[src/rtl/fifo_write_arbiter.sv]
// Round-robin, burst-limited arbiter in front of the async FIFO write port.
// Optional statistics counters are built when FIFO_ARB_STATS_EN is defined.
module fifo_write_arbiter #(
  parameter int NUM_REQ    = 2,
  parameter int DATA_WIDTH = 8,
  parameter int MAX_BURST  = 4,
  localparam int IW = (NUM_REQ > 1) ? $clog2(NUM_REQ) : 1,
  localparam int BW = $clog2(MAX_BURST) + 1
) (
  input  logic                          write_clk,
  input  logic                          write_reset_n,
  input  logic [NUM_REQ-1:0]            req_valid,
  input  logic [NUM_REQ-1:0]            req_last,
  input  logic [NUM_REQ*DATA_WIDTH-1:0] req_data,
  output logic [NUM_REQ-1:0]            req_ready,
  input  logic                          write_full,
  output logic                          write_enable,
  output logic [DATA_WIDTH-1:0]         write_data,
  output logic                          grant_valid,
  output logic [IW-1:0]                 grant_index,
  output logic [15:0]                   word_count,
  output logic [15:0]                   stall_count
);

  typedef enum logic [0:0] {IDLE = 1'b0, BURST = 1'b1} state_t;

  state_t                state_r, state_s;
  logic [IW-1:0]         grant_index_r, grant_index_s;
  logic [IW-1:0]         last_grant_r, last_grant_s;
  logic [IW-1:0]         pick_idx_s;
  logic [BW-1:0]         burst_cnt_r, burst_cnt_s;
  logic                  active_s;
  logic                  sel_valid_s;
  logic                  burst_done_s;
  int                    best_dist_s;
  logic [DATA_WIDTH-1:0] req_word_s [NUM_REQ];

  for (genvar g = 0; g < NUM_REQ; g++) begin : g_unpack
    assign req_word_s[g] = req_data[g*DATA_WIDTH +: DATA_WIDTH];
  end

  // Outputs are gated by reset so an aborted burst never writes in the reset cycle.
  assign active_s     = write_reset_n & (state_r == BURST);
  assign sel_valid_s  = req_valid[grant_index_r];
  assign burst_done_s = req_last[grant_index_r] | (burst_cnt_r == BW'(MAX_BURST - 1));
  assign grant_valid  = active_s;
  assign grant_index  = write_reset_n ? grant_index_r : {IW{1'b0}};
  assign write_enable = active_s & sel_valid_s & ~write_full;
  assign write_data   = active_s ? req_word_s[grant_index_r] : {DATA_WIDTH{1'b0}};

  // One-hot ready for the current grant holder on a transfer.
  always_comb begin
    req_ready = {NUM_REQ{1'b0}};
    for (int i = 0; i < NUM_REQ; i++) begin
      if (write_enable && (grant_index_r == IW'(i))) begin
        req_ready[i] = 1'b1;
      end else begin
        req_ready[i] = 1'b0;
      end
    end
  end

  // Round-robin pick: smallest forward distance from the previous holder wins.
  always_comb begin
    best_dist_s = NUM_REQ;
    pick_idx_s  = {IW{1'b0}};
    for (int i = 0; i < NUM_REQ; i++) begin
      if (req_valid[i] &&
          (((i + NUM_REQ - int'(last_grant_r) - 1) % NUM_REQ) < best_dist_s)) begin
        best_dist_s = (i + NUM_REQ - int'(last_grant_r) - 1) % NUM_REQ;
        pick_idx_s  = IW'(i);
      end else begin
        best_dist_s = best_dist_s;
      end
    end
  end

  // Next-state logic; a full FIFO simply freezes the burst.
  always_comb begin
    state_s       = state_r;
    grant_index_s = grant_index_r;
    last_grant_s  = last_grant_r;
    burst_cnt_s   = burst_cnt_r;
    case (state_r)
      IDLE: begin
        if (|req_valid) begin
          state_s       = BURST;
          grant_index_s = pick_idx_s;
          burst_cnt_s   = {BW{1'b0}};
        end else begin
          state_s = IDLE;
        end
      end
      BURST: begin
        if (!sel_valid_s) begin
          state_s      = IDLE;
          last_grant_s = grant_index_r;
          burst_cnt_s  = {BW{1'b0}};
        end else if (write_enable) begin
          if (burst_done_s) begin
            state_s      = IDLE;
            last_grant_s = grant_index_r;
            burst_cnt_s  = {BW{1'b0}};
          end else begin
            burst_cnt_s = burst_cnt_r + BW'(1);
          end
        end else begin
          burst_cnt_s = burst_cnt_r;
        end
      end
      default: begin
        state_s = IDLE;
      end
    endcase
  end

  // Arbitration state registers.
  always_ff @(posedge write_clk) begin
    if (!write_reset_n) begin
      state_r       <= IDLE;
      grant_index_r <= {IW{1'b0}};
      last_grant_r  <= IW'(NUM_REQ - 1);
      burst_cnt_r   <= {BW{1'b0}};
    end else begin
      state_r       <= state_s;
      grant_index_r <= grant_index_s;
      last_grant_r  <= last_grant_s;
      burst_cnt_r   <= burst_cnt_s;
    end
  end

`ifdef FIFO_ARB_STATS_EN
  logic [15:0] word_count_r;
  logic [15:0] stall_count_r;
  logic        stall_s;

  assign stall_s = active_s & sel_valid_s & write_full;

  // Word counter wraps; stall counter saturates.
  always_ff @(posedge write_clk) begin
    if (!write_reset_n) begin
      word_count_r  <= 16'h0000;
      stall_count_r <= 16'h0000;
    end else begin
      if (write_enable) begin
        word_count_r <= word_count_r + 16'h0001;
      end else begin
        word_count_r <= word_count_r;
      end
      if (stall_s && (stall_count_r != 16'hFFFF)) begin
        stall_count_r <= stall_count_r + 16'h0001;
      end else begin
        stall_count_r <= stall_count_r;
      end
    end
  end

  assign word_count  = word_count_r;
  assign stall_count = stall_count_r;
`else
  assign word_count  = 16'h0000;
  assign stall_count = 16'h0000;
`endif

endmodule

[config.mk]
export PLATFORM = sky130hd
export DESIGN_NAME = fifo_write_arbiter
export DESIGN_NICKNAME = d
export VERILOG_FILES = /design/src/rtl/fifo_write_arbiter.sv
export SDC_FILE = /design/constraint.sdc
export NUM_CORES = 1
export LEC_CHECK = 0
export BUFFER_PORTS_ARGS = -buffer_cell sky130_fd_sc_hd__buf_2
export CAP_MARGIN = 10
export CORE_UTILIZATION = 38
export CTS_CLUSTER_DIAMETER = 60
export DETAILED_ROUTE_END_ITERATION = 6
export PLACE_DENSITY = 0.81
export SLEW_MARGIN = 20
export SYNTH_ARGS = -nofsm -noshare
export SYNTH_HDL_FRONTEND = slang
export SYNTH_SLANG_ARGS = --single-unit
export TNS_END_PERCENT = 50
[constraint.sdc]
create_clock -name write_clk -period 2.1 [get_ports write_clk]
set_input_delay 0.63 -clock write_clk [delete_from_list [all_inputs] [get_ports write_clk]]
set_output_delay 0.63 -clock write_clk [all_outputs]
set_load 0.005 [all_outputs]
* After elaboration in Yosys (flattened, before gate mapping)
Index checks and enable logic that the tools add are counted.
** Word-level totals
- Input bits :: 23
- Output and inout bits :: 45
- Bits in registers :: 6
** Cells by class
- $add $sub $neg :: 5
- $lt $le $gt $ge :: 4
- Equality and inequality tests :: 5
- Mux-type cells :: 26
- Bitwise operators :: 10
- Reductions and logical operators :: 8
** Operators with widths (count)
- less-than comparator 2 x 32 -> 1 bit :: 1
- two-way mux 32 bit :: 1
- two-way mux 8 bit :: 4
- two-way mux 1 bit :: 15
- two-way mux 3 bit :: 4
- subtractor 3 x 2 -> 4 bit (second input constant) :: 2
- case mux 3 bit (2 select lines) :: 1
- subtractor 2 x 1 -> 3 bit (first input constant) :: 2
- bitwise AND 1 bit :: 5
- logical AND 1 bit :: 4
- != test 2 bit (second input constant) :: 2
- AND reduction 2 bit :: 2
- adder 3 x 1 -> 3 bit (second input constant) :: 1
- equality test 3 x 2 -> 1 bit (second input constant) :: 1
- less-than comparator 2 x 3 -> 1 bit (second input constant) :: 1
- != test 3 bit (second input constant) :: 1
- NOT 1 bit :: 3
- AND reduction 3 bit :: 1
- >= comparator 2 bit (second input constant) :: 1
- less-than comparator 1 x 2 -> 1 bit (second input constant) :: 1
- != test 2 x 1 -> 1 bit (second input constant) :: 1
- NOT 1 -> 2 bit :: 1
- case mux 1 bit (2 select lines) :: 1
- OR reduction 2 bit :: 1
- OR 1 bit :: 1

* Depth between registers and ports, before layout
- Depth in word-level cells :: 9
- Mapped depth :: 6
- Depth with buffers taken out :: 6

* Least setup slack after synthesis
Ideal clock, no wire load.
- Path kind :: input to output
- From :: input write_reset_n
- To :: output req_ready[1]
- Setup slack :: 0.174 ns
- Data required time :: 1.470 ns
- Stages :: 4
- Data arrival time :: 1.296 ns
- Path through :: buf_2 nand2_1 nor2_1 and3_1
** On the way
- Word-level cells in the longest chain between the ends :: 5
** Ends and longest elaborated chain
- from (decl) :: line 11 : input logic write_reset_n,
- bitwise AND 1 bit :: line 43 : assign active_s = write_reset_n & (state_r == BURST);
- bitwise AND 1 bit (2 in series) :: line 48 : assign write_enable = active_s & sel_valid_s & ~write_full;
- logical AND 1 bit :: line 55 : if (write_enable && (grant_index_r == IW'(i))) begin
- two-way mux 1 bit :: line 55
- to (decl) :: line 15 : output logic [NUM_REQ-1:0] req_ready,
No other way between the ends.

* Worst setup path after layout
- From :: input write_reset_n
- To :: output write_data[5]
** On the way
- Word-level cells in the longest chain between the ends :: 2
** Ends and longest elaborated chain
- bitwise AND 1 bit :: line 43
- two-way mux 8 bit :: line 49 : assign write_data = active_s ? req_word_s[grant_index_r] : {DATA_WIDTH{1'b0}};
- to (decl) :: line 18 : output logic [DATA_WIDTH-1:0] write_data,
No other way between the ends.

==> metrics.md <==
| Metric | Value |
|---|---|
| Combinational fraction of design power | 35.2% |
| Worst Path Arrival | 1.33 ns |
| I/O Buffers | 35 |
| Post-Synth Simple-Gate Area | 17.83% |
| IO Pins | 68 |
| Type of origin of the critical path | primary input |
| Initial Util | 40.05% |
| Unrepaired setup endpoints after global routing | false |
| Overflow after GRT | 0 |
| Global Route met3 Usage | 4.906% |
| Largest net degree at the start of global routing | 17 |
| Mapped cell area | 785.8 um^2 |
| First-pass GRT wire length | 2221 um |
| Clock tree buffer depth | 2 |
| FF+latch count, synth | 6 |
| Net Switching | 114.3 uW |
| Die Width | 47.47 um |
| Syn Inst Count | 102 |
| Clock power frac | 29.2% |
| Post-DRT Antenna Nets | 0 |
| CTS-repair resized insts | 0 |
| Worst Path Required | 1.47 ns |
| CTS sink cnt | 6 |
| Compound-cell area share of the yosys netlist | 12.26% |
| Period utilization | 93.43% |
| Reg power frac | 35.6% |
| Crit path time final | 1.962 ns |
| TritonCTS clock tree | done |
| Adder-Cell Fraction of Synth Area | 3.185% |
| Peak supply drop | 0.2332 mV |
| Synth warn | 0 |
| Post-CTS Setup Bufs | 0 |
| Sw frac | 32.32% |
| Core Region | 0.001962 mm^2 |
| Area grow syn2layout | 13.22% |
| Xor/xnor share of the synthesized area | 0% |
| DR iter-0 viols | 6 |
| Setup total negative slack | 0 ns |
| Worst-path clk slew | 0.04 ns |
| Hold depth | 2 |
| Final-report max-slew violation count | 0 |
| Row cnt | 16 |
| Final Non-Filler Cells | 165 |
| H-tree levels | 1 |
| CP max FO | 11 |
| R2r worst-path depth | 5 |
| Hold crit path type | flip-flop to flip-flop |
| # DRC | 0 |
| Top Usage Layer GRT | met2 |
| Clk Latency, worst-skew pair | 0.24 ns |
| CP endpoint kind | primary output |
| DR vias | 700 |
| Worst Skew | 0.002512 ns |
| Drt wl/cell | 9.636 um |
| Die H | 47.47 um |
| Met1 Track Usage GR | 16.06% |
| Peak Freq | 509.7 MHz |
| GRT met2 Usage | 26.58% |
| Antenna cells | 0 |
| CTS Hold Buffers Added | 0 |
| Vias in the first global route | 522 |
| Fin worst setup slack | 0.1380 ns |
| Internal Power | 239.5 uW |
| Routed wire length | 1590 um |
| Post-DP HPWL | 1304 um |
| Final #Nets | 165 |
| CTS buffer count | 3 |
| Endpoints failing hold | 0 |
| Setup CP Type | primary input to primary output |
| Detailed Routing Iterations Pass 1 | 4 |
| Library cells used by synthesis | 27 |
| Dpl ws | 0.1307 ns |
| Mux share of post-synthesis cell area | 14.65% |
| GRT Total Usage | 14.06% |
| RePlAce Congestion | 0.8675 |
| Hold WS | 0.4543 ns |
| Layout cells sized above 1 | 33.33% |
| Syn Area/Cell | 7.703 um^2 |
| Setup violations, final | 0 |
| Placed Instance Area | 867.1 um^2 |
| Placed cells | 162 |
| CTS root buf | clkbuf_4 |
| Largest family of logic cells by synthesized area | buffers and inverters |
| Initial antenna violation count | 0 |
| PwrDens | 397.7 mW/mm^2 |
| Max-Cap Viols | 0 |
| Leakage | 0.4865 nW |
| Die area | 0.002253 mm^2 |
| Outcome | complete, no violations |
| Final instance area | 889.6 um^2 |
| Via density | 4.242 |
| Post-synthesis sequential area ratio | 15.29% |
[synth_stat cells]
library cell  instances  area, um^2
mux2_4                1       15.01
a21oi_1               2       10.01
nand3_1               4       20.02
a31oi_4               1       21.27
buf_2                 3       15.01
o211ai_1              1       7.510
buf_6                 1       11.26
conb_1                1       3.750
and3_1                1       6.260
nor2_1               11       41.29
nand3b_1              1       7.510
mux2i_1              10       100.1
nand2b_1              1       6.260
and4_1                1       8.760
a31o_2                1       8.760
and2_1                1       6.260
buf_4                32       240.2
inv_1                 5       18.77
a21boi_0              1       7.510
nor3_1                2       10.01
and3b_1               1       8.760
nand2_2               1       6.260
o32ai_2               1       16.27
ha_1                  2       25.02
o21ai_0               5       25.02
nand2_1               5       18.77
dfxtp_1               6       120.1
[per-stage QoR]
step	total power [mW]	utilization [%]
6_report	0.3538	45.34
5_1_grt	0.3882	45.34
4_1_cts	0.3582	45.34
3_5_place_dp	0.2510	44.20
3_3_place_gp	0.2461	44.20
2_1_floorplan	0.2504	-
[flip-flops by register name, indices dropped and copies added (netlist names)]
signal and count:
burst_cnt_r 3, grant_index_r 1, last_grant_r 1, state_r 1
[placed cells by master (no fill, tap or decap), drive strengths merged]
cell	instances
buf	38
inv	5
o32ai	1
a21boi	1
and4	1
and2	1
and3	1
ha	2
a21oi	2
nor2	11
clkbuf	3
dfxtp	6
nor3	2
mux2	1
nand3b	1
mux2i	10
o211ai	1
and3b	1
o21ai	5
a31o	1
a31oi	1
conb	32
nand2	6
nand2b	1
nand3	4
[metal layers]
metal	up-vias	part of all wire (%)
met5	-	0
met4	0	0
met3	0	8.4
met2	42	53
met1	308	39
li1	350	-
[layout make-up]
type / instances / area (um^2)
multi-input cells: 86 / 496.7
repair buffers: 38 / 197.7
inverters: 5 / 18.77
fillers: 218 / 1072
well taps: 27 / 33.78
clock buffers: 3 / 22.52
flip-flops and latches: 6 / 120.1
[logic make-up (layout without fill, tap and decap cells)]
| family | after synthesis | after routing |
|---|---|---|
| other | 1 | 32 |
| AO/OA/AOI/OAI | 12 | 12 |
| adder cells (fa/ha/maj) | 2 | 2 |
| multiplexers | 11 | 11 |
| flip-flops | 6 | 6 |
| buffers and inverters | 41 | 46 |
| AND/OR/NAND/NOR | 29 | 29 |
[critical path, cell delays in order]
cell and delay, ns:
buf_2 0.18, nand2_1 0.09, buf_4 0.18, nor2_1 0.12, buf_2 0.12
[power by group through the flow]
| stage | registers (mW) | clock network [mW] | logic (mW) |
|---|---|---|---|
| floorplan | 0.123 | 0 | 0.127 |
| global placement | 0.128 | 0 | 0.119 |
| detailed placement | 0.128 | 0 | 0.123 |
| CTS | 0.126 | 0.108 | 0.124 |
| global route | 0.127 | 0.120 | 0.142 |
| finish | 0.126 | 0.103 | 0.124 |
[final timing paths]
| path | slack (ns) | start | end |
|---|---|---|---|
| hold reg to reg | 0.45 | burst_cnt_r[1]$_SDFFE_PN0P_ | burst_cnt_r[1]$_SDFFE_PN0P_ |
| hold / removal | 0.45 | burst_cnt_r[1]$_SDFFE_PN0P_ | burst_cnt_r[1]$_SDFFE_PN0P_ |
| setup / recovery | 0.14 | write_reset_n | write_data[5] |
| setup reg to reg | 0.57 | grant_index_r$_SDFFE_PN0P_ | burst_cnt_r[2]$_SDFFE_PN0P_ |
Power figures use the tool's default switching activity.
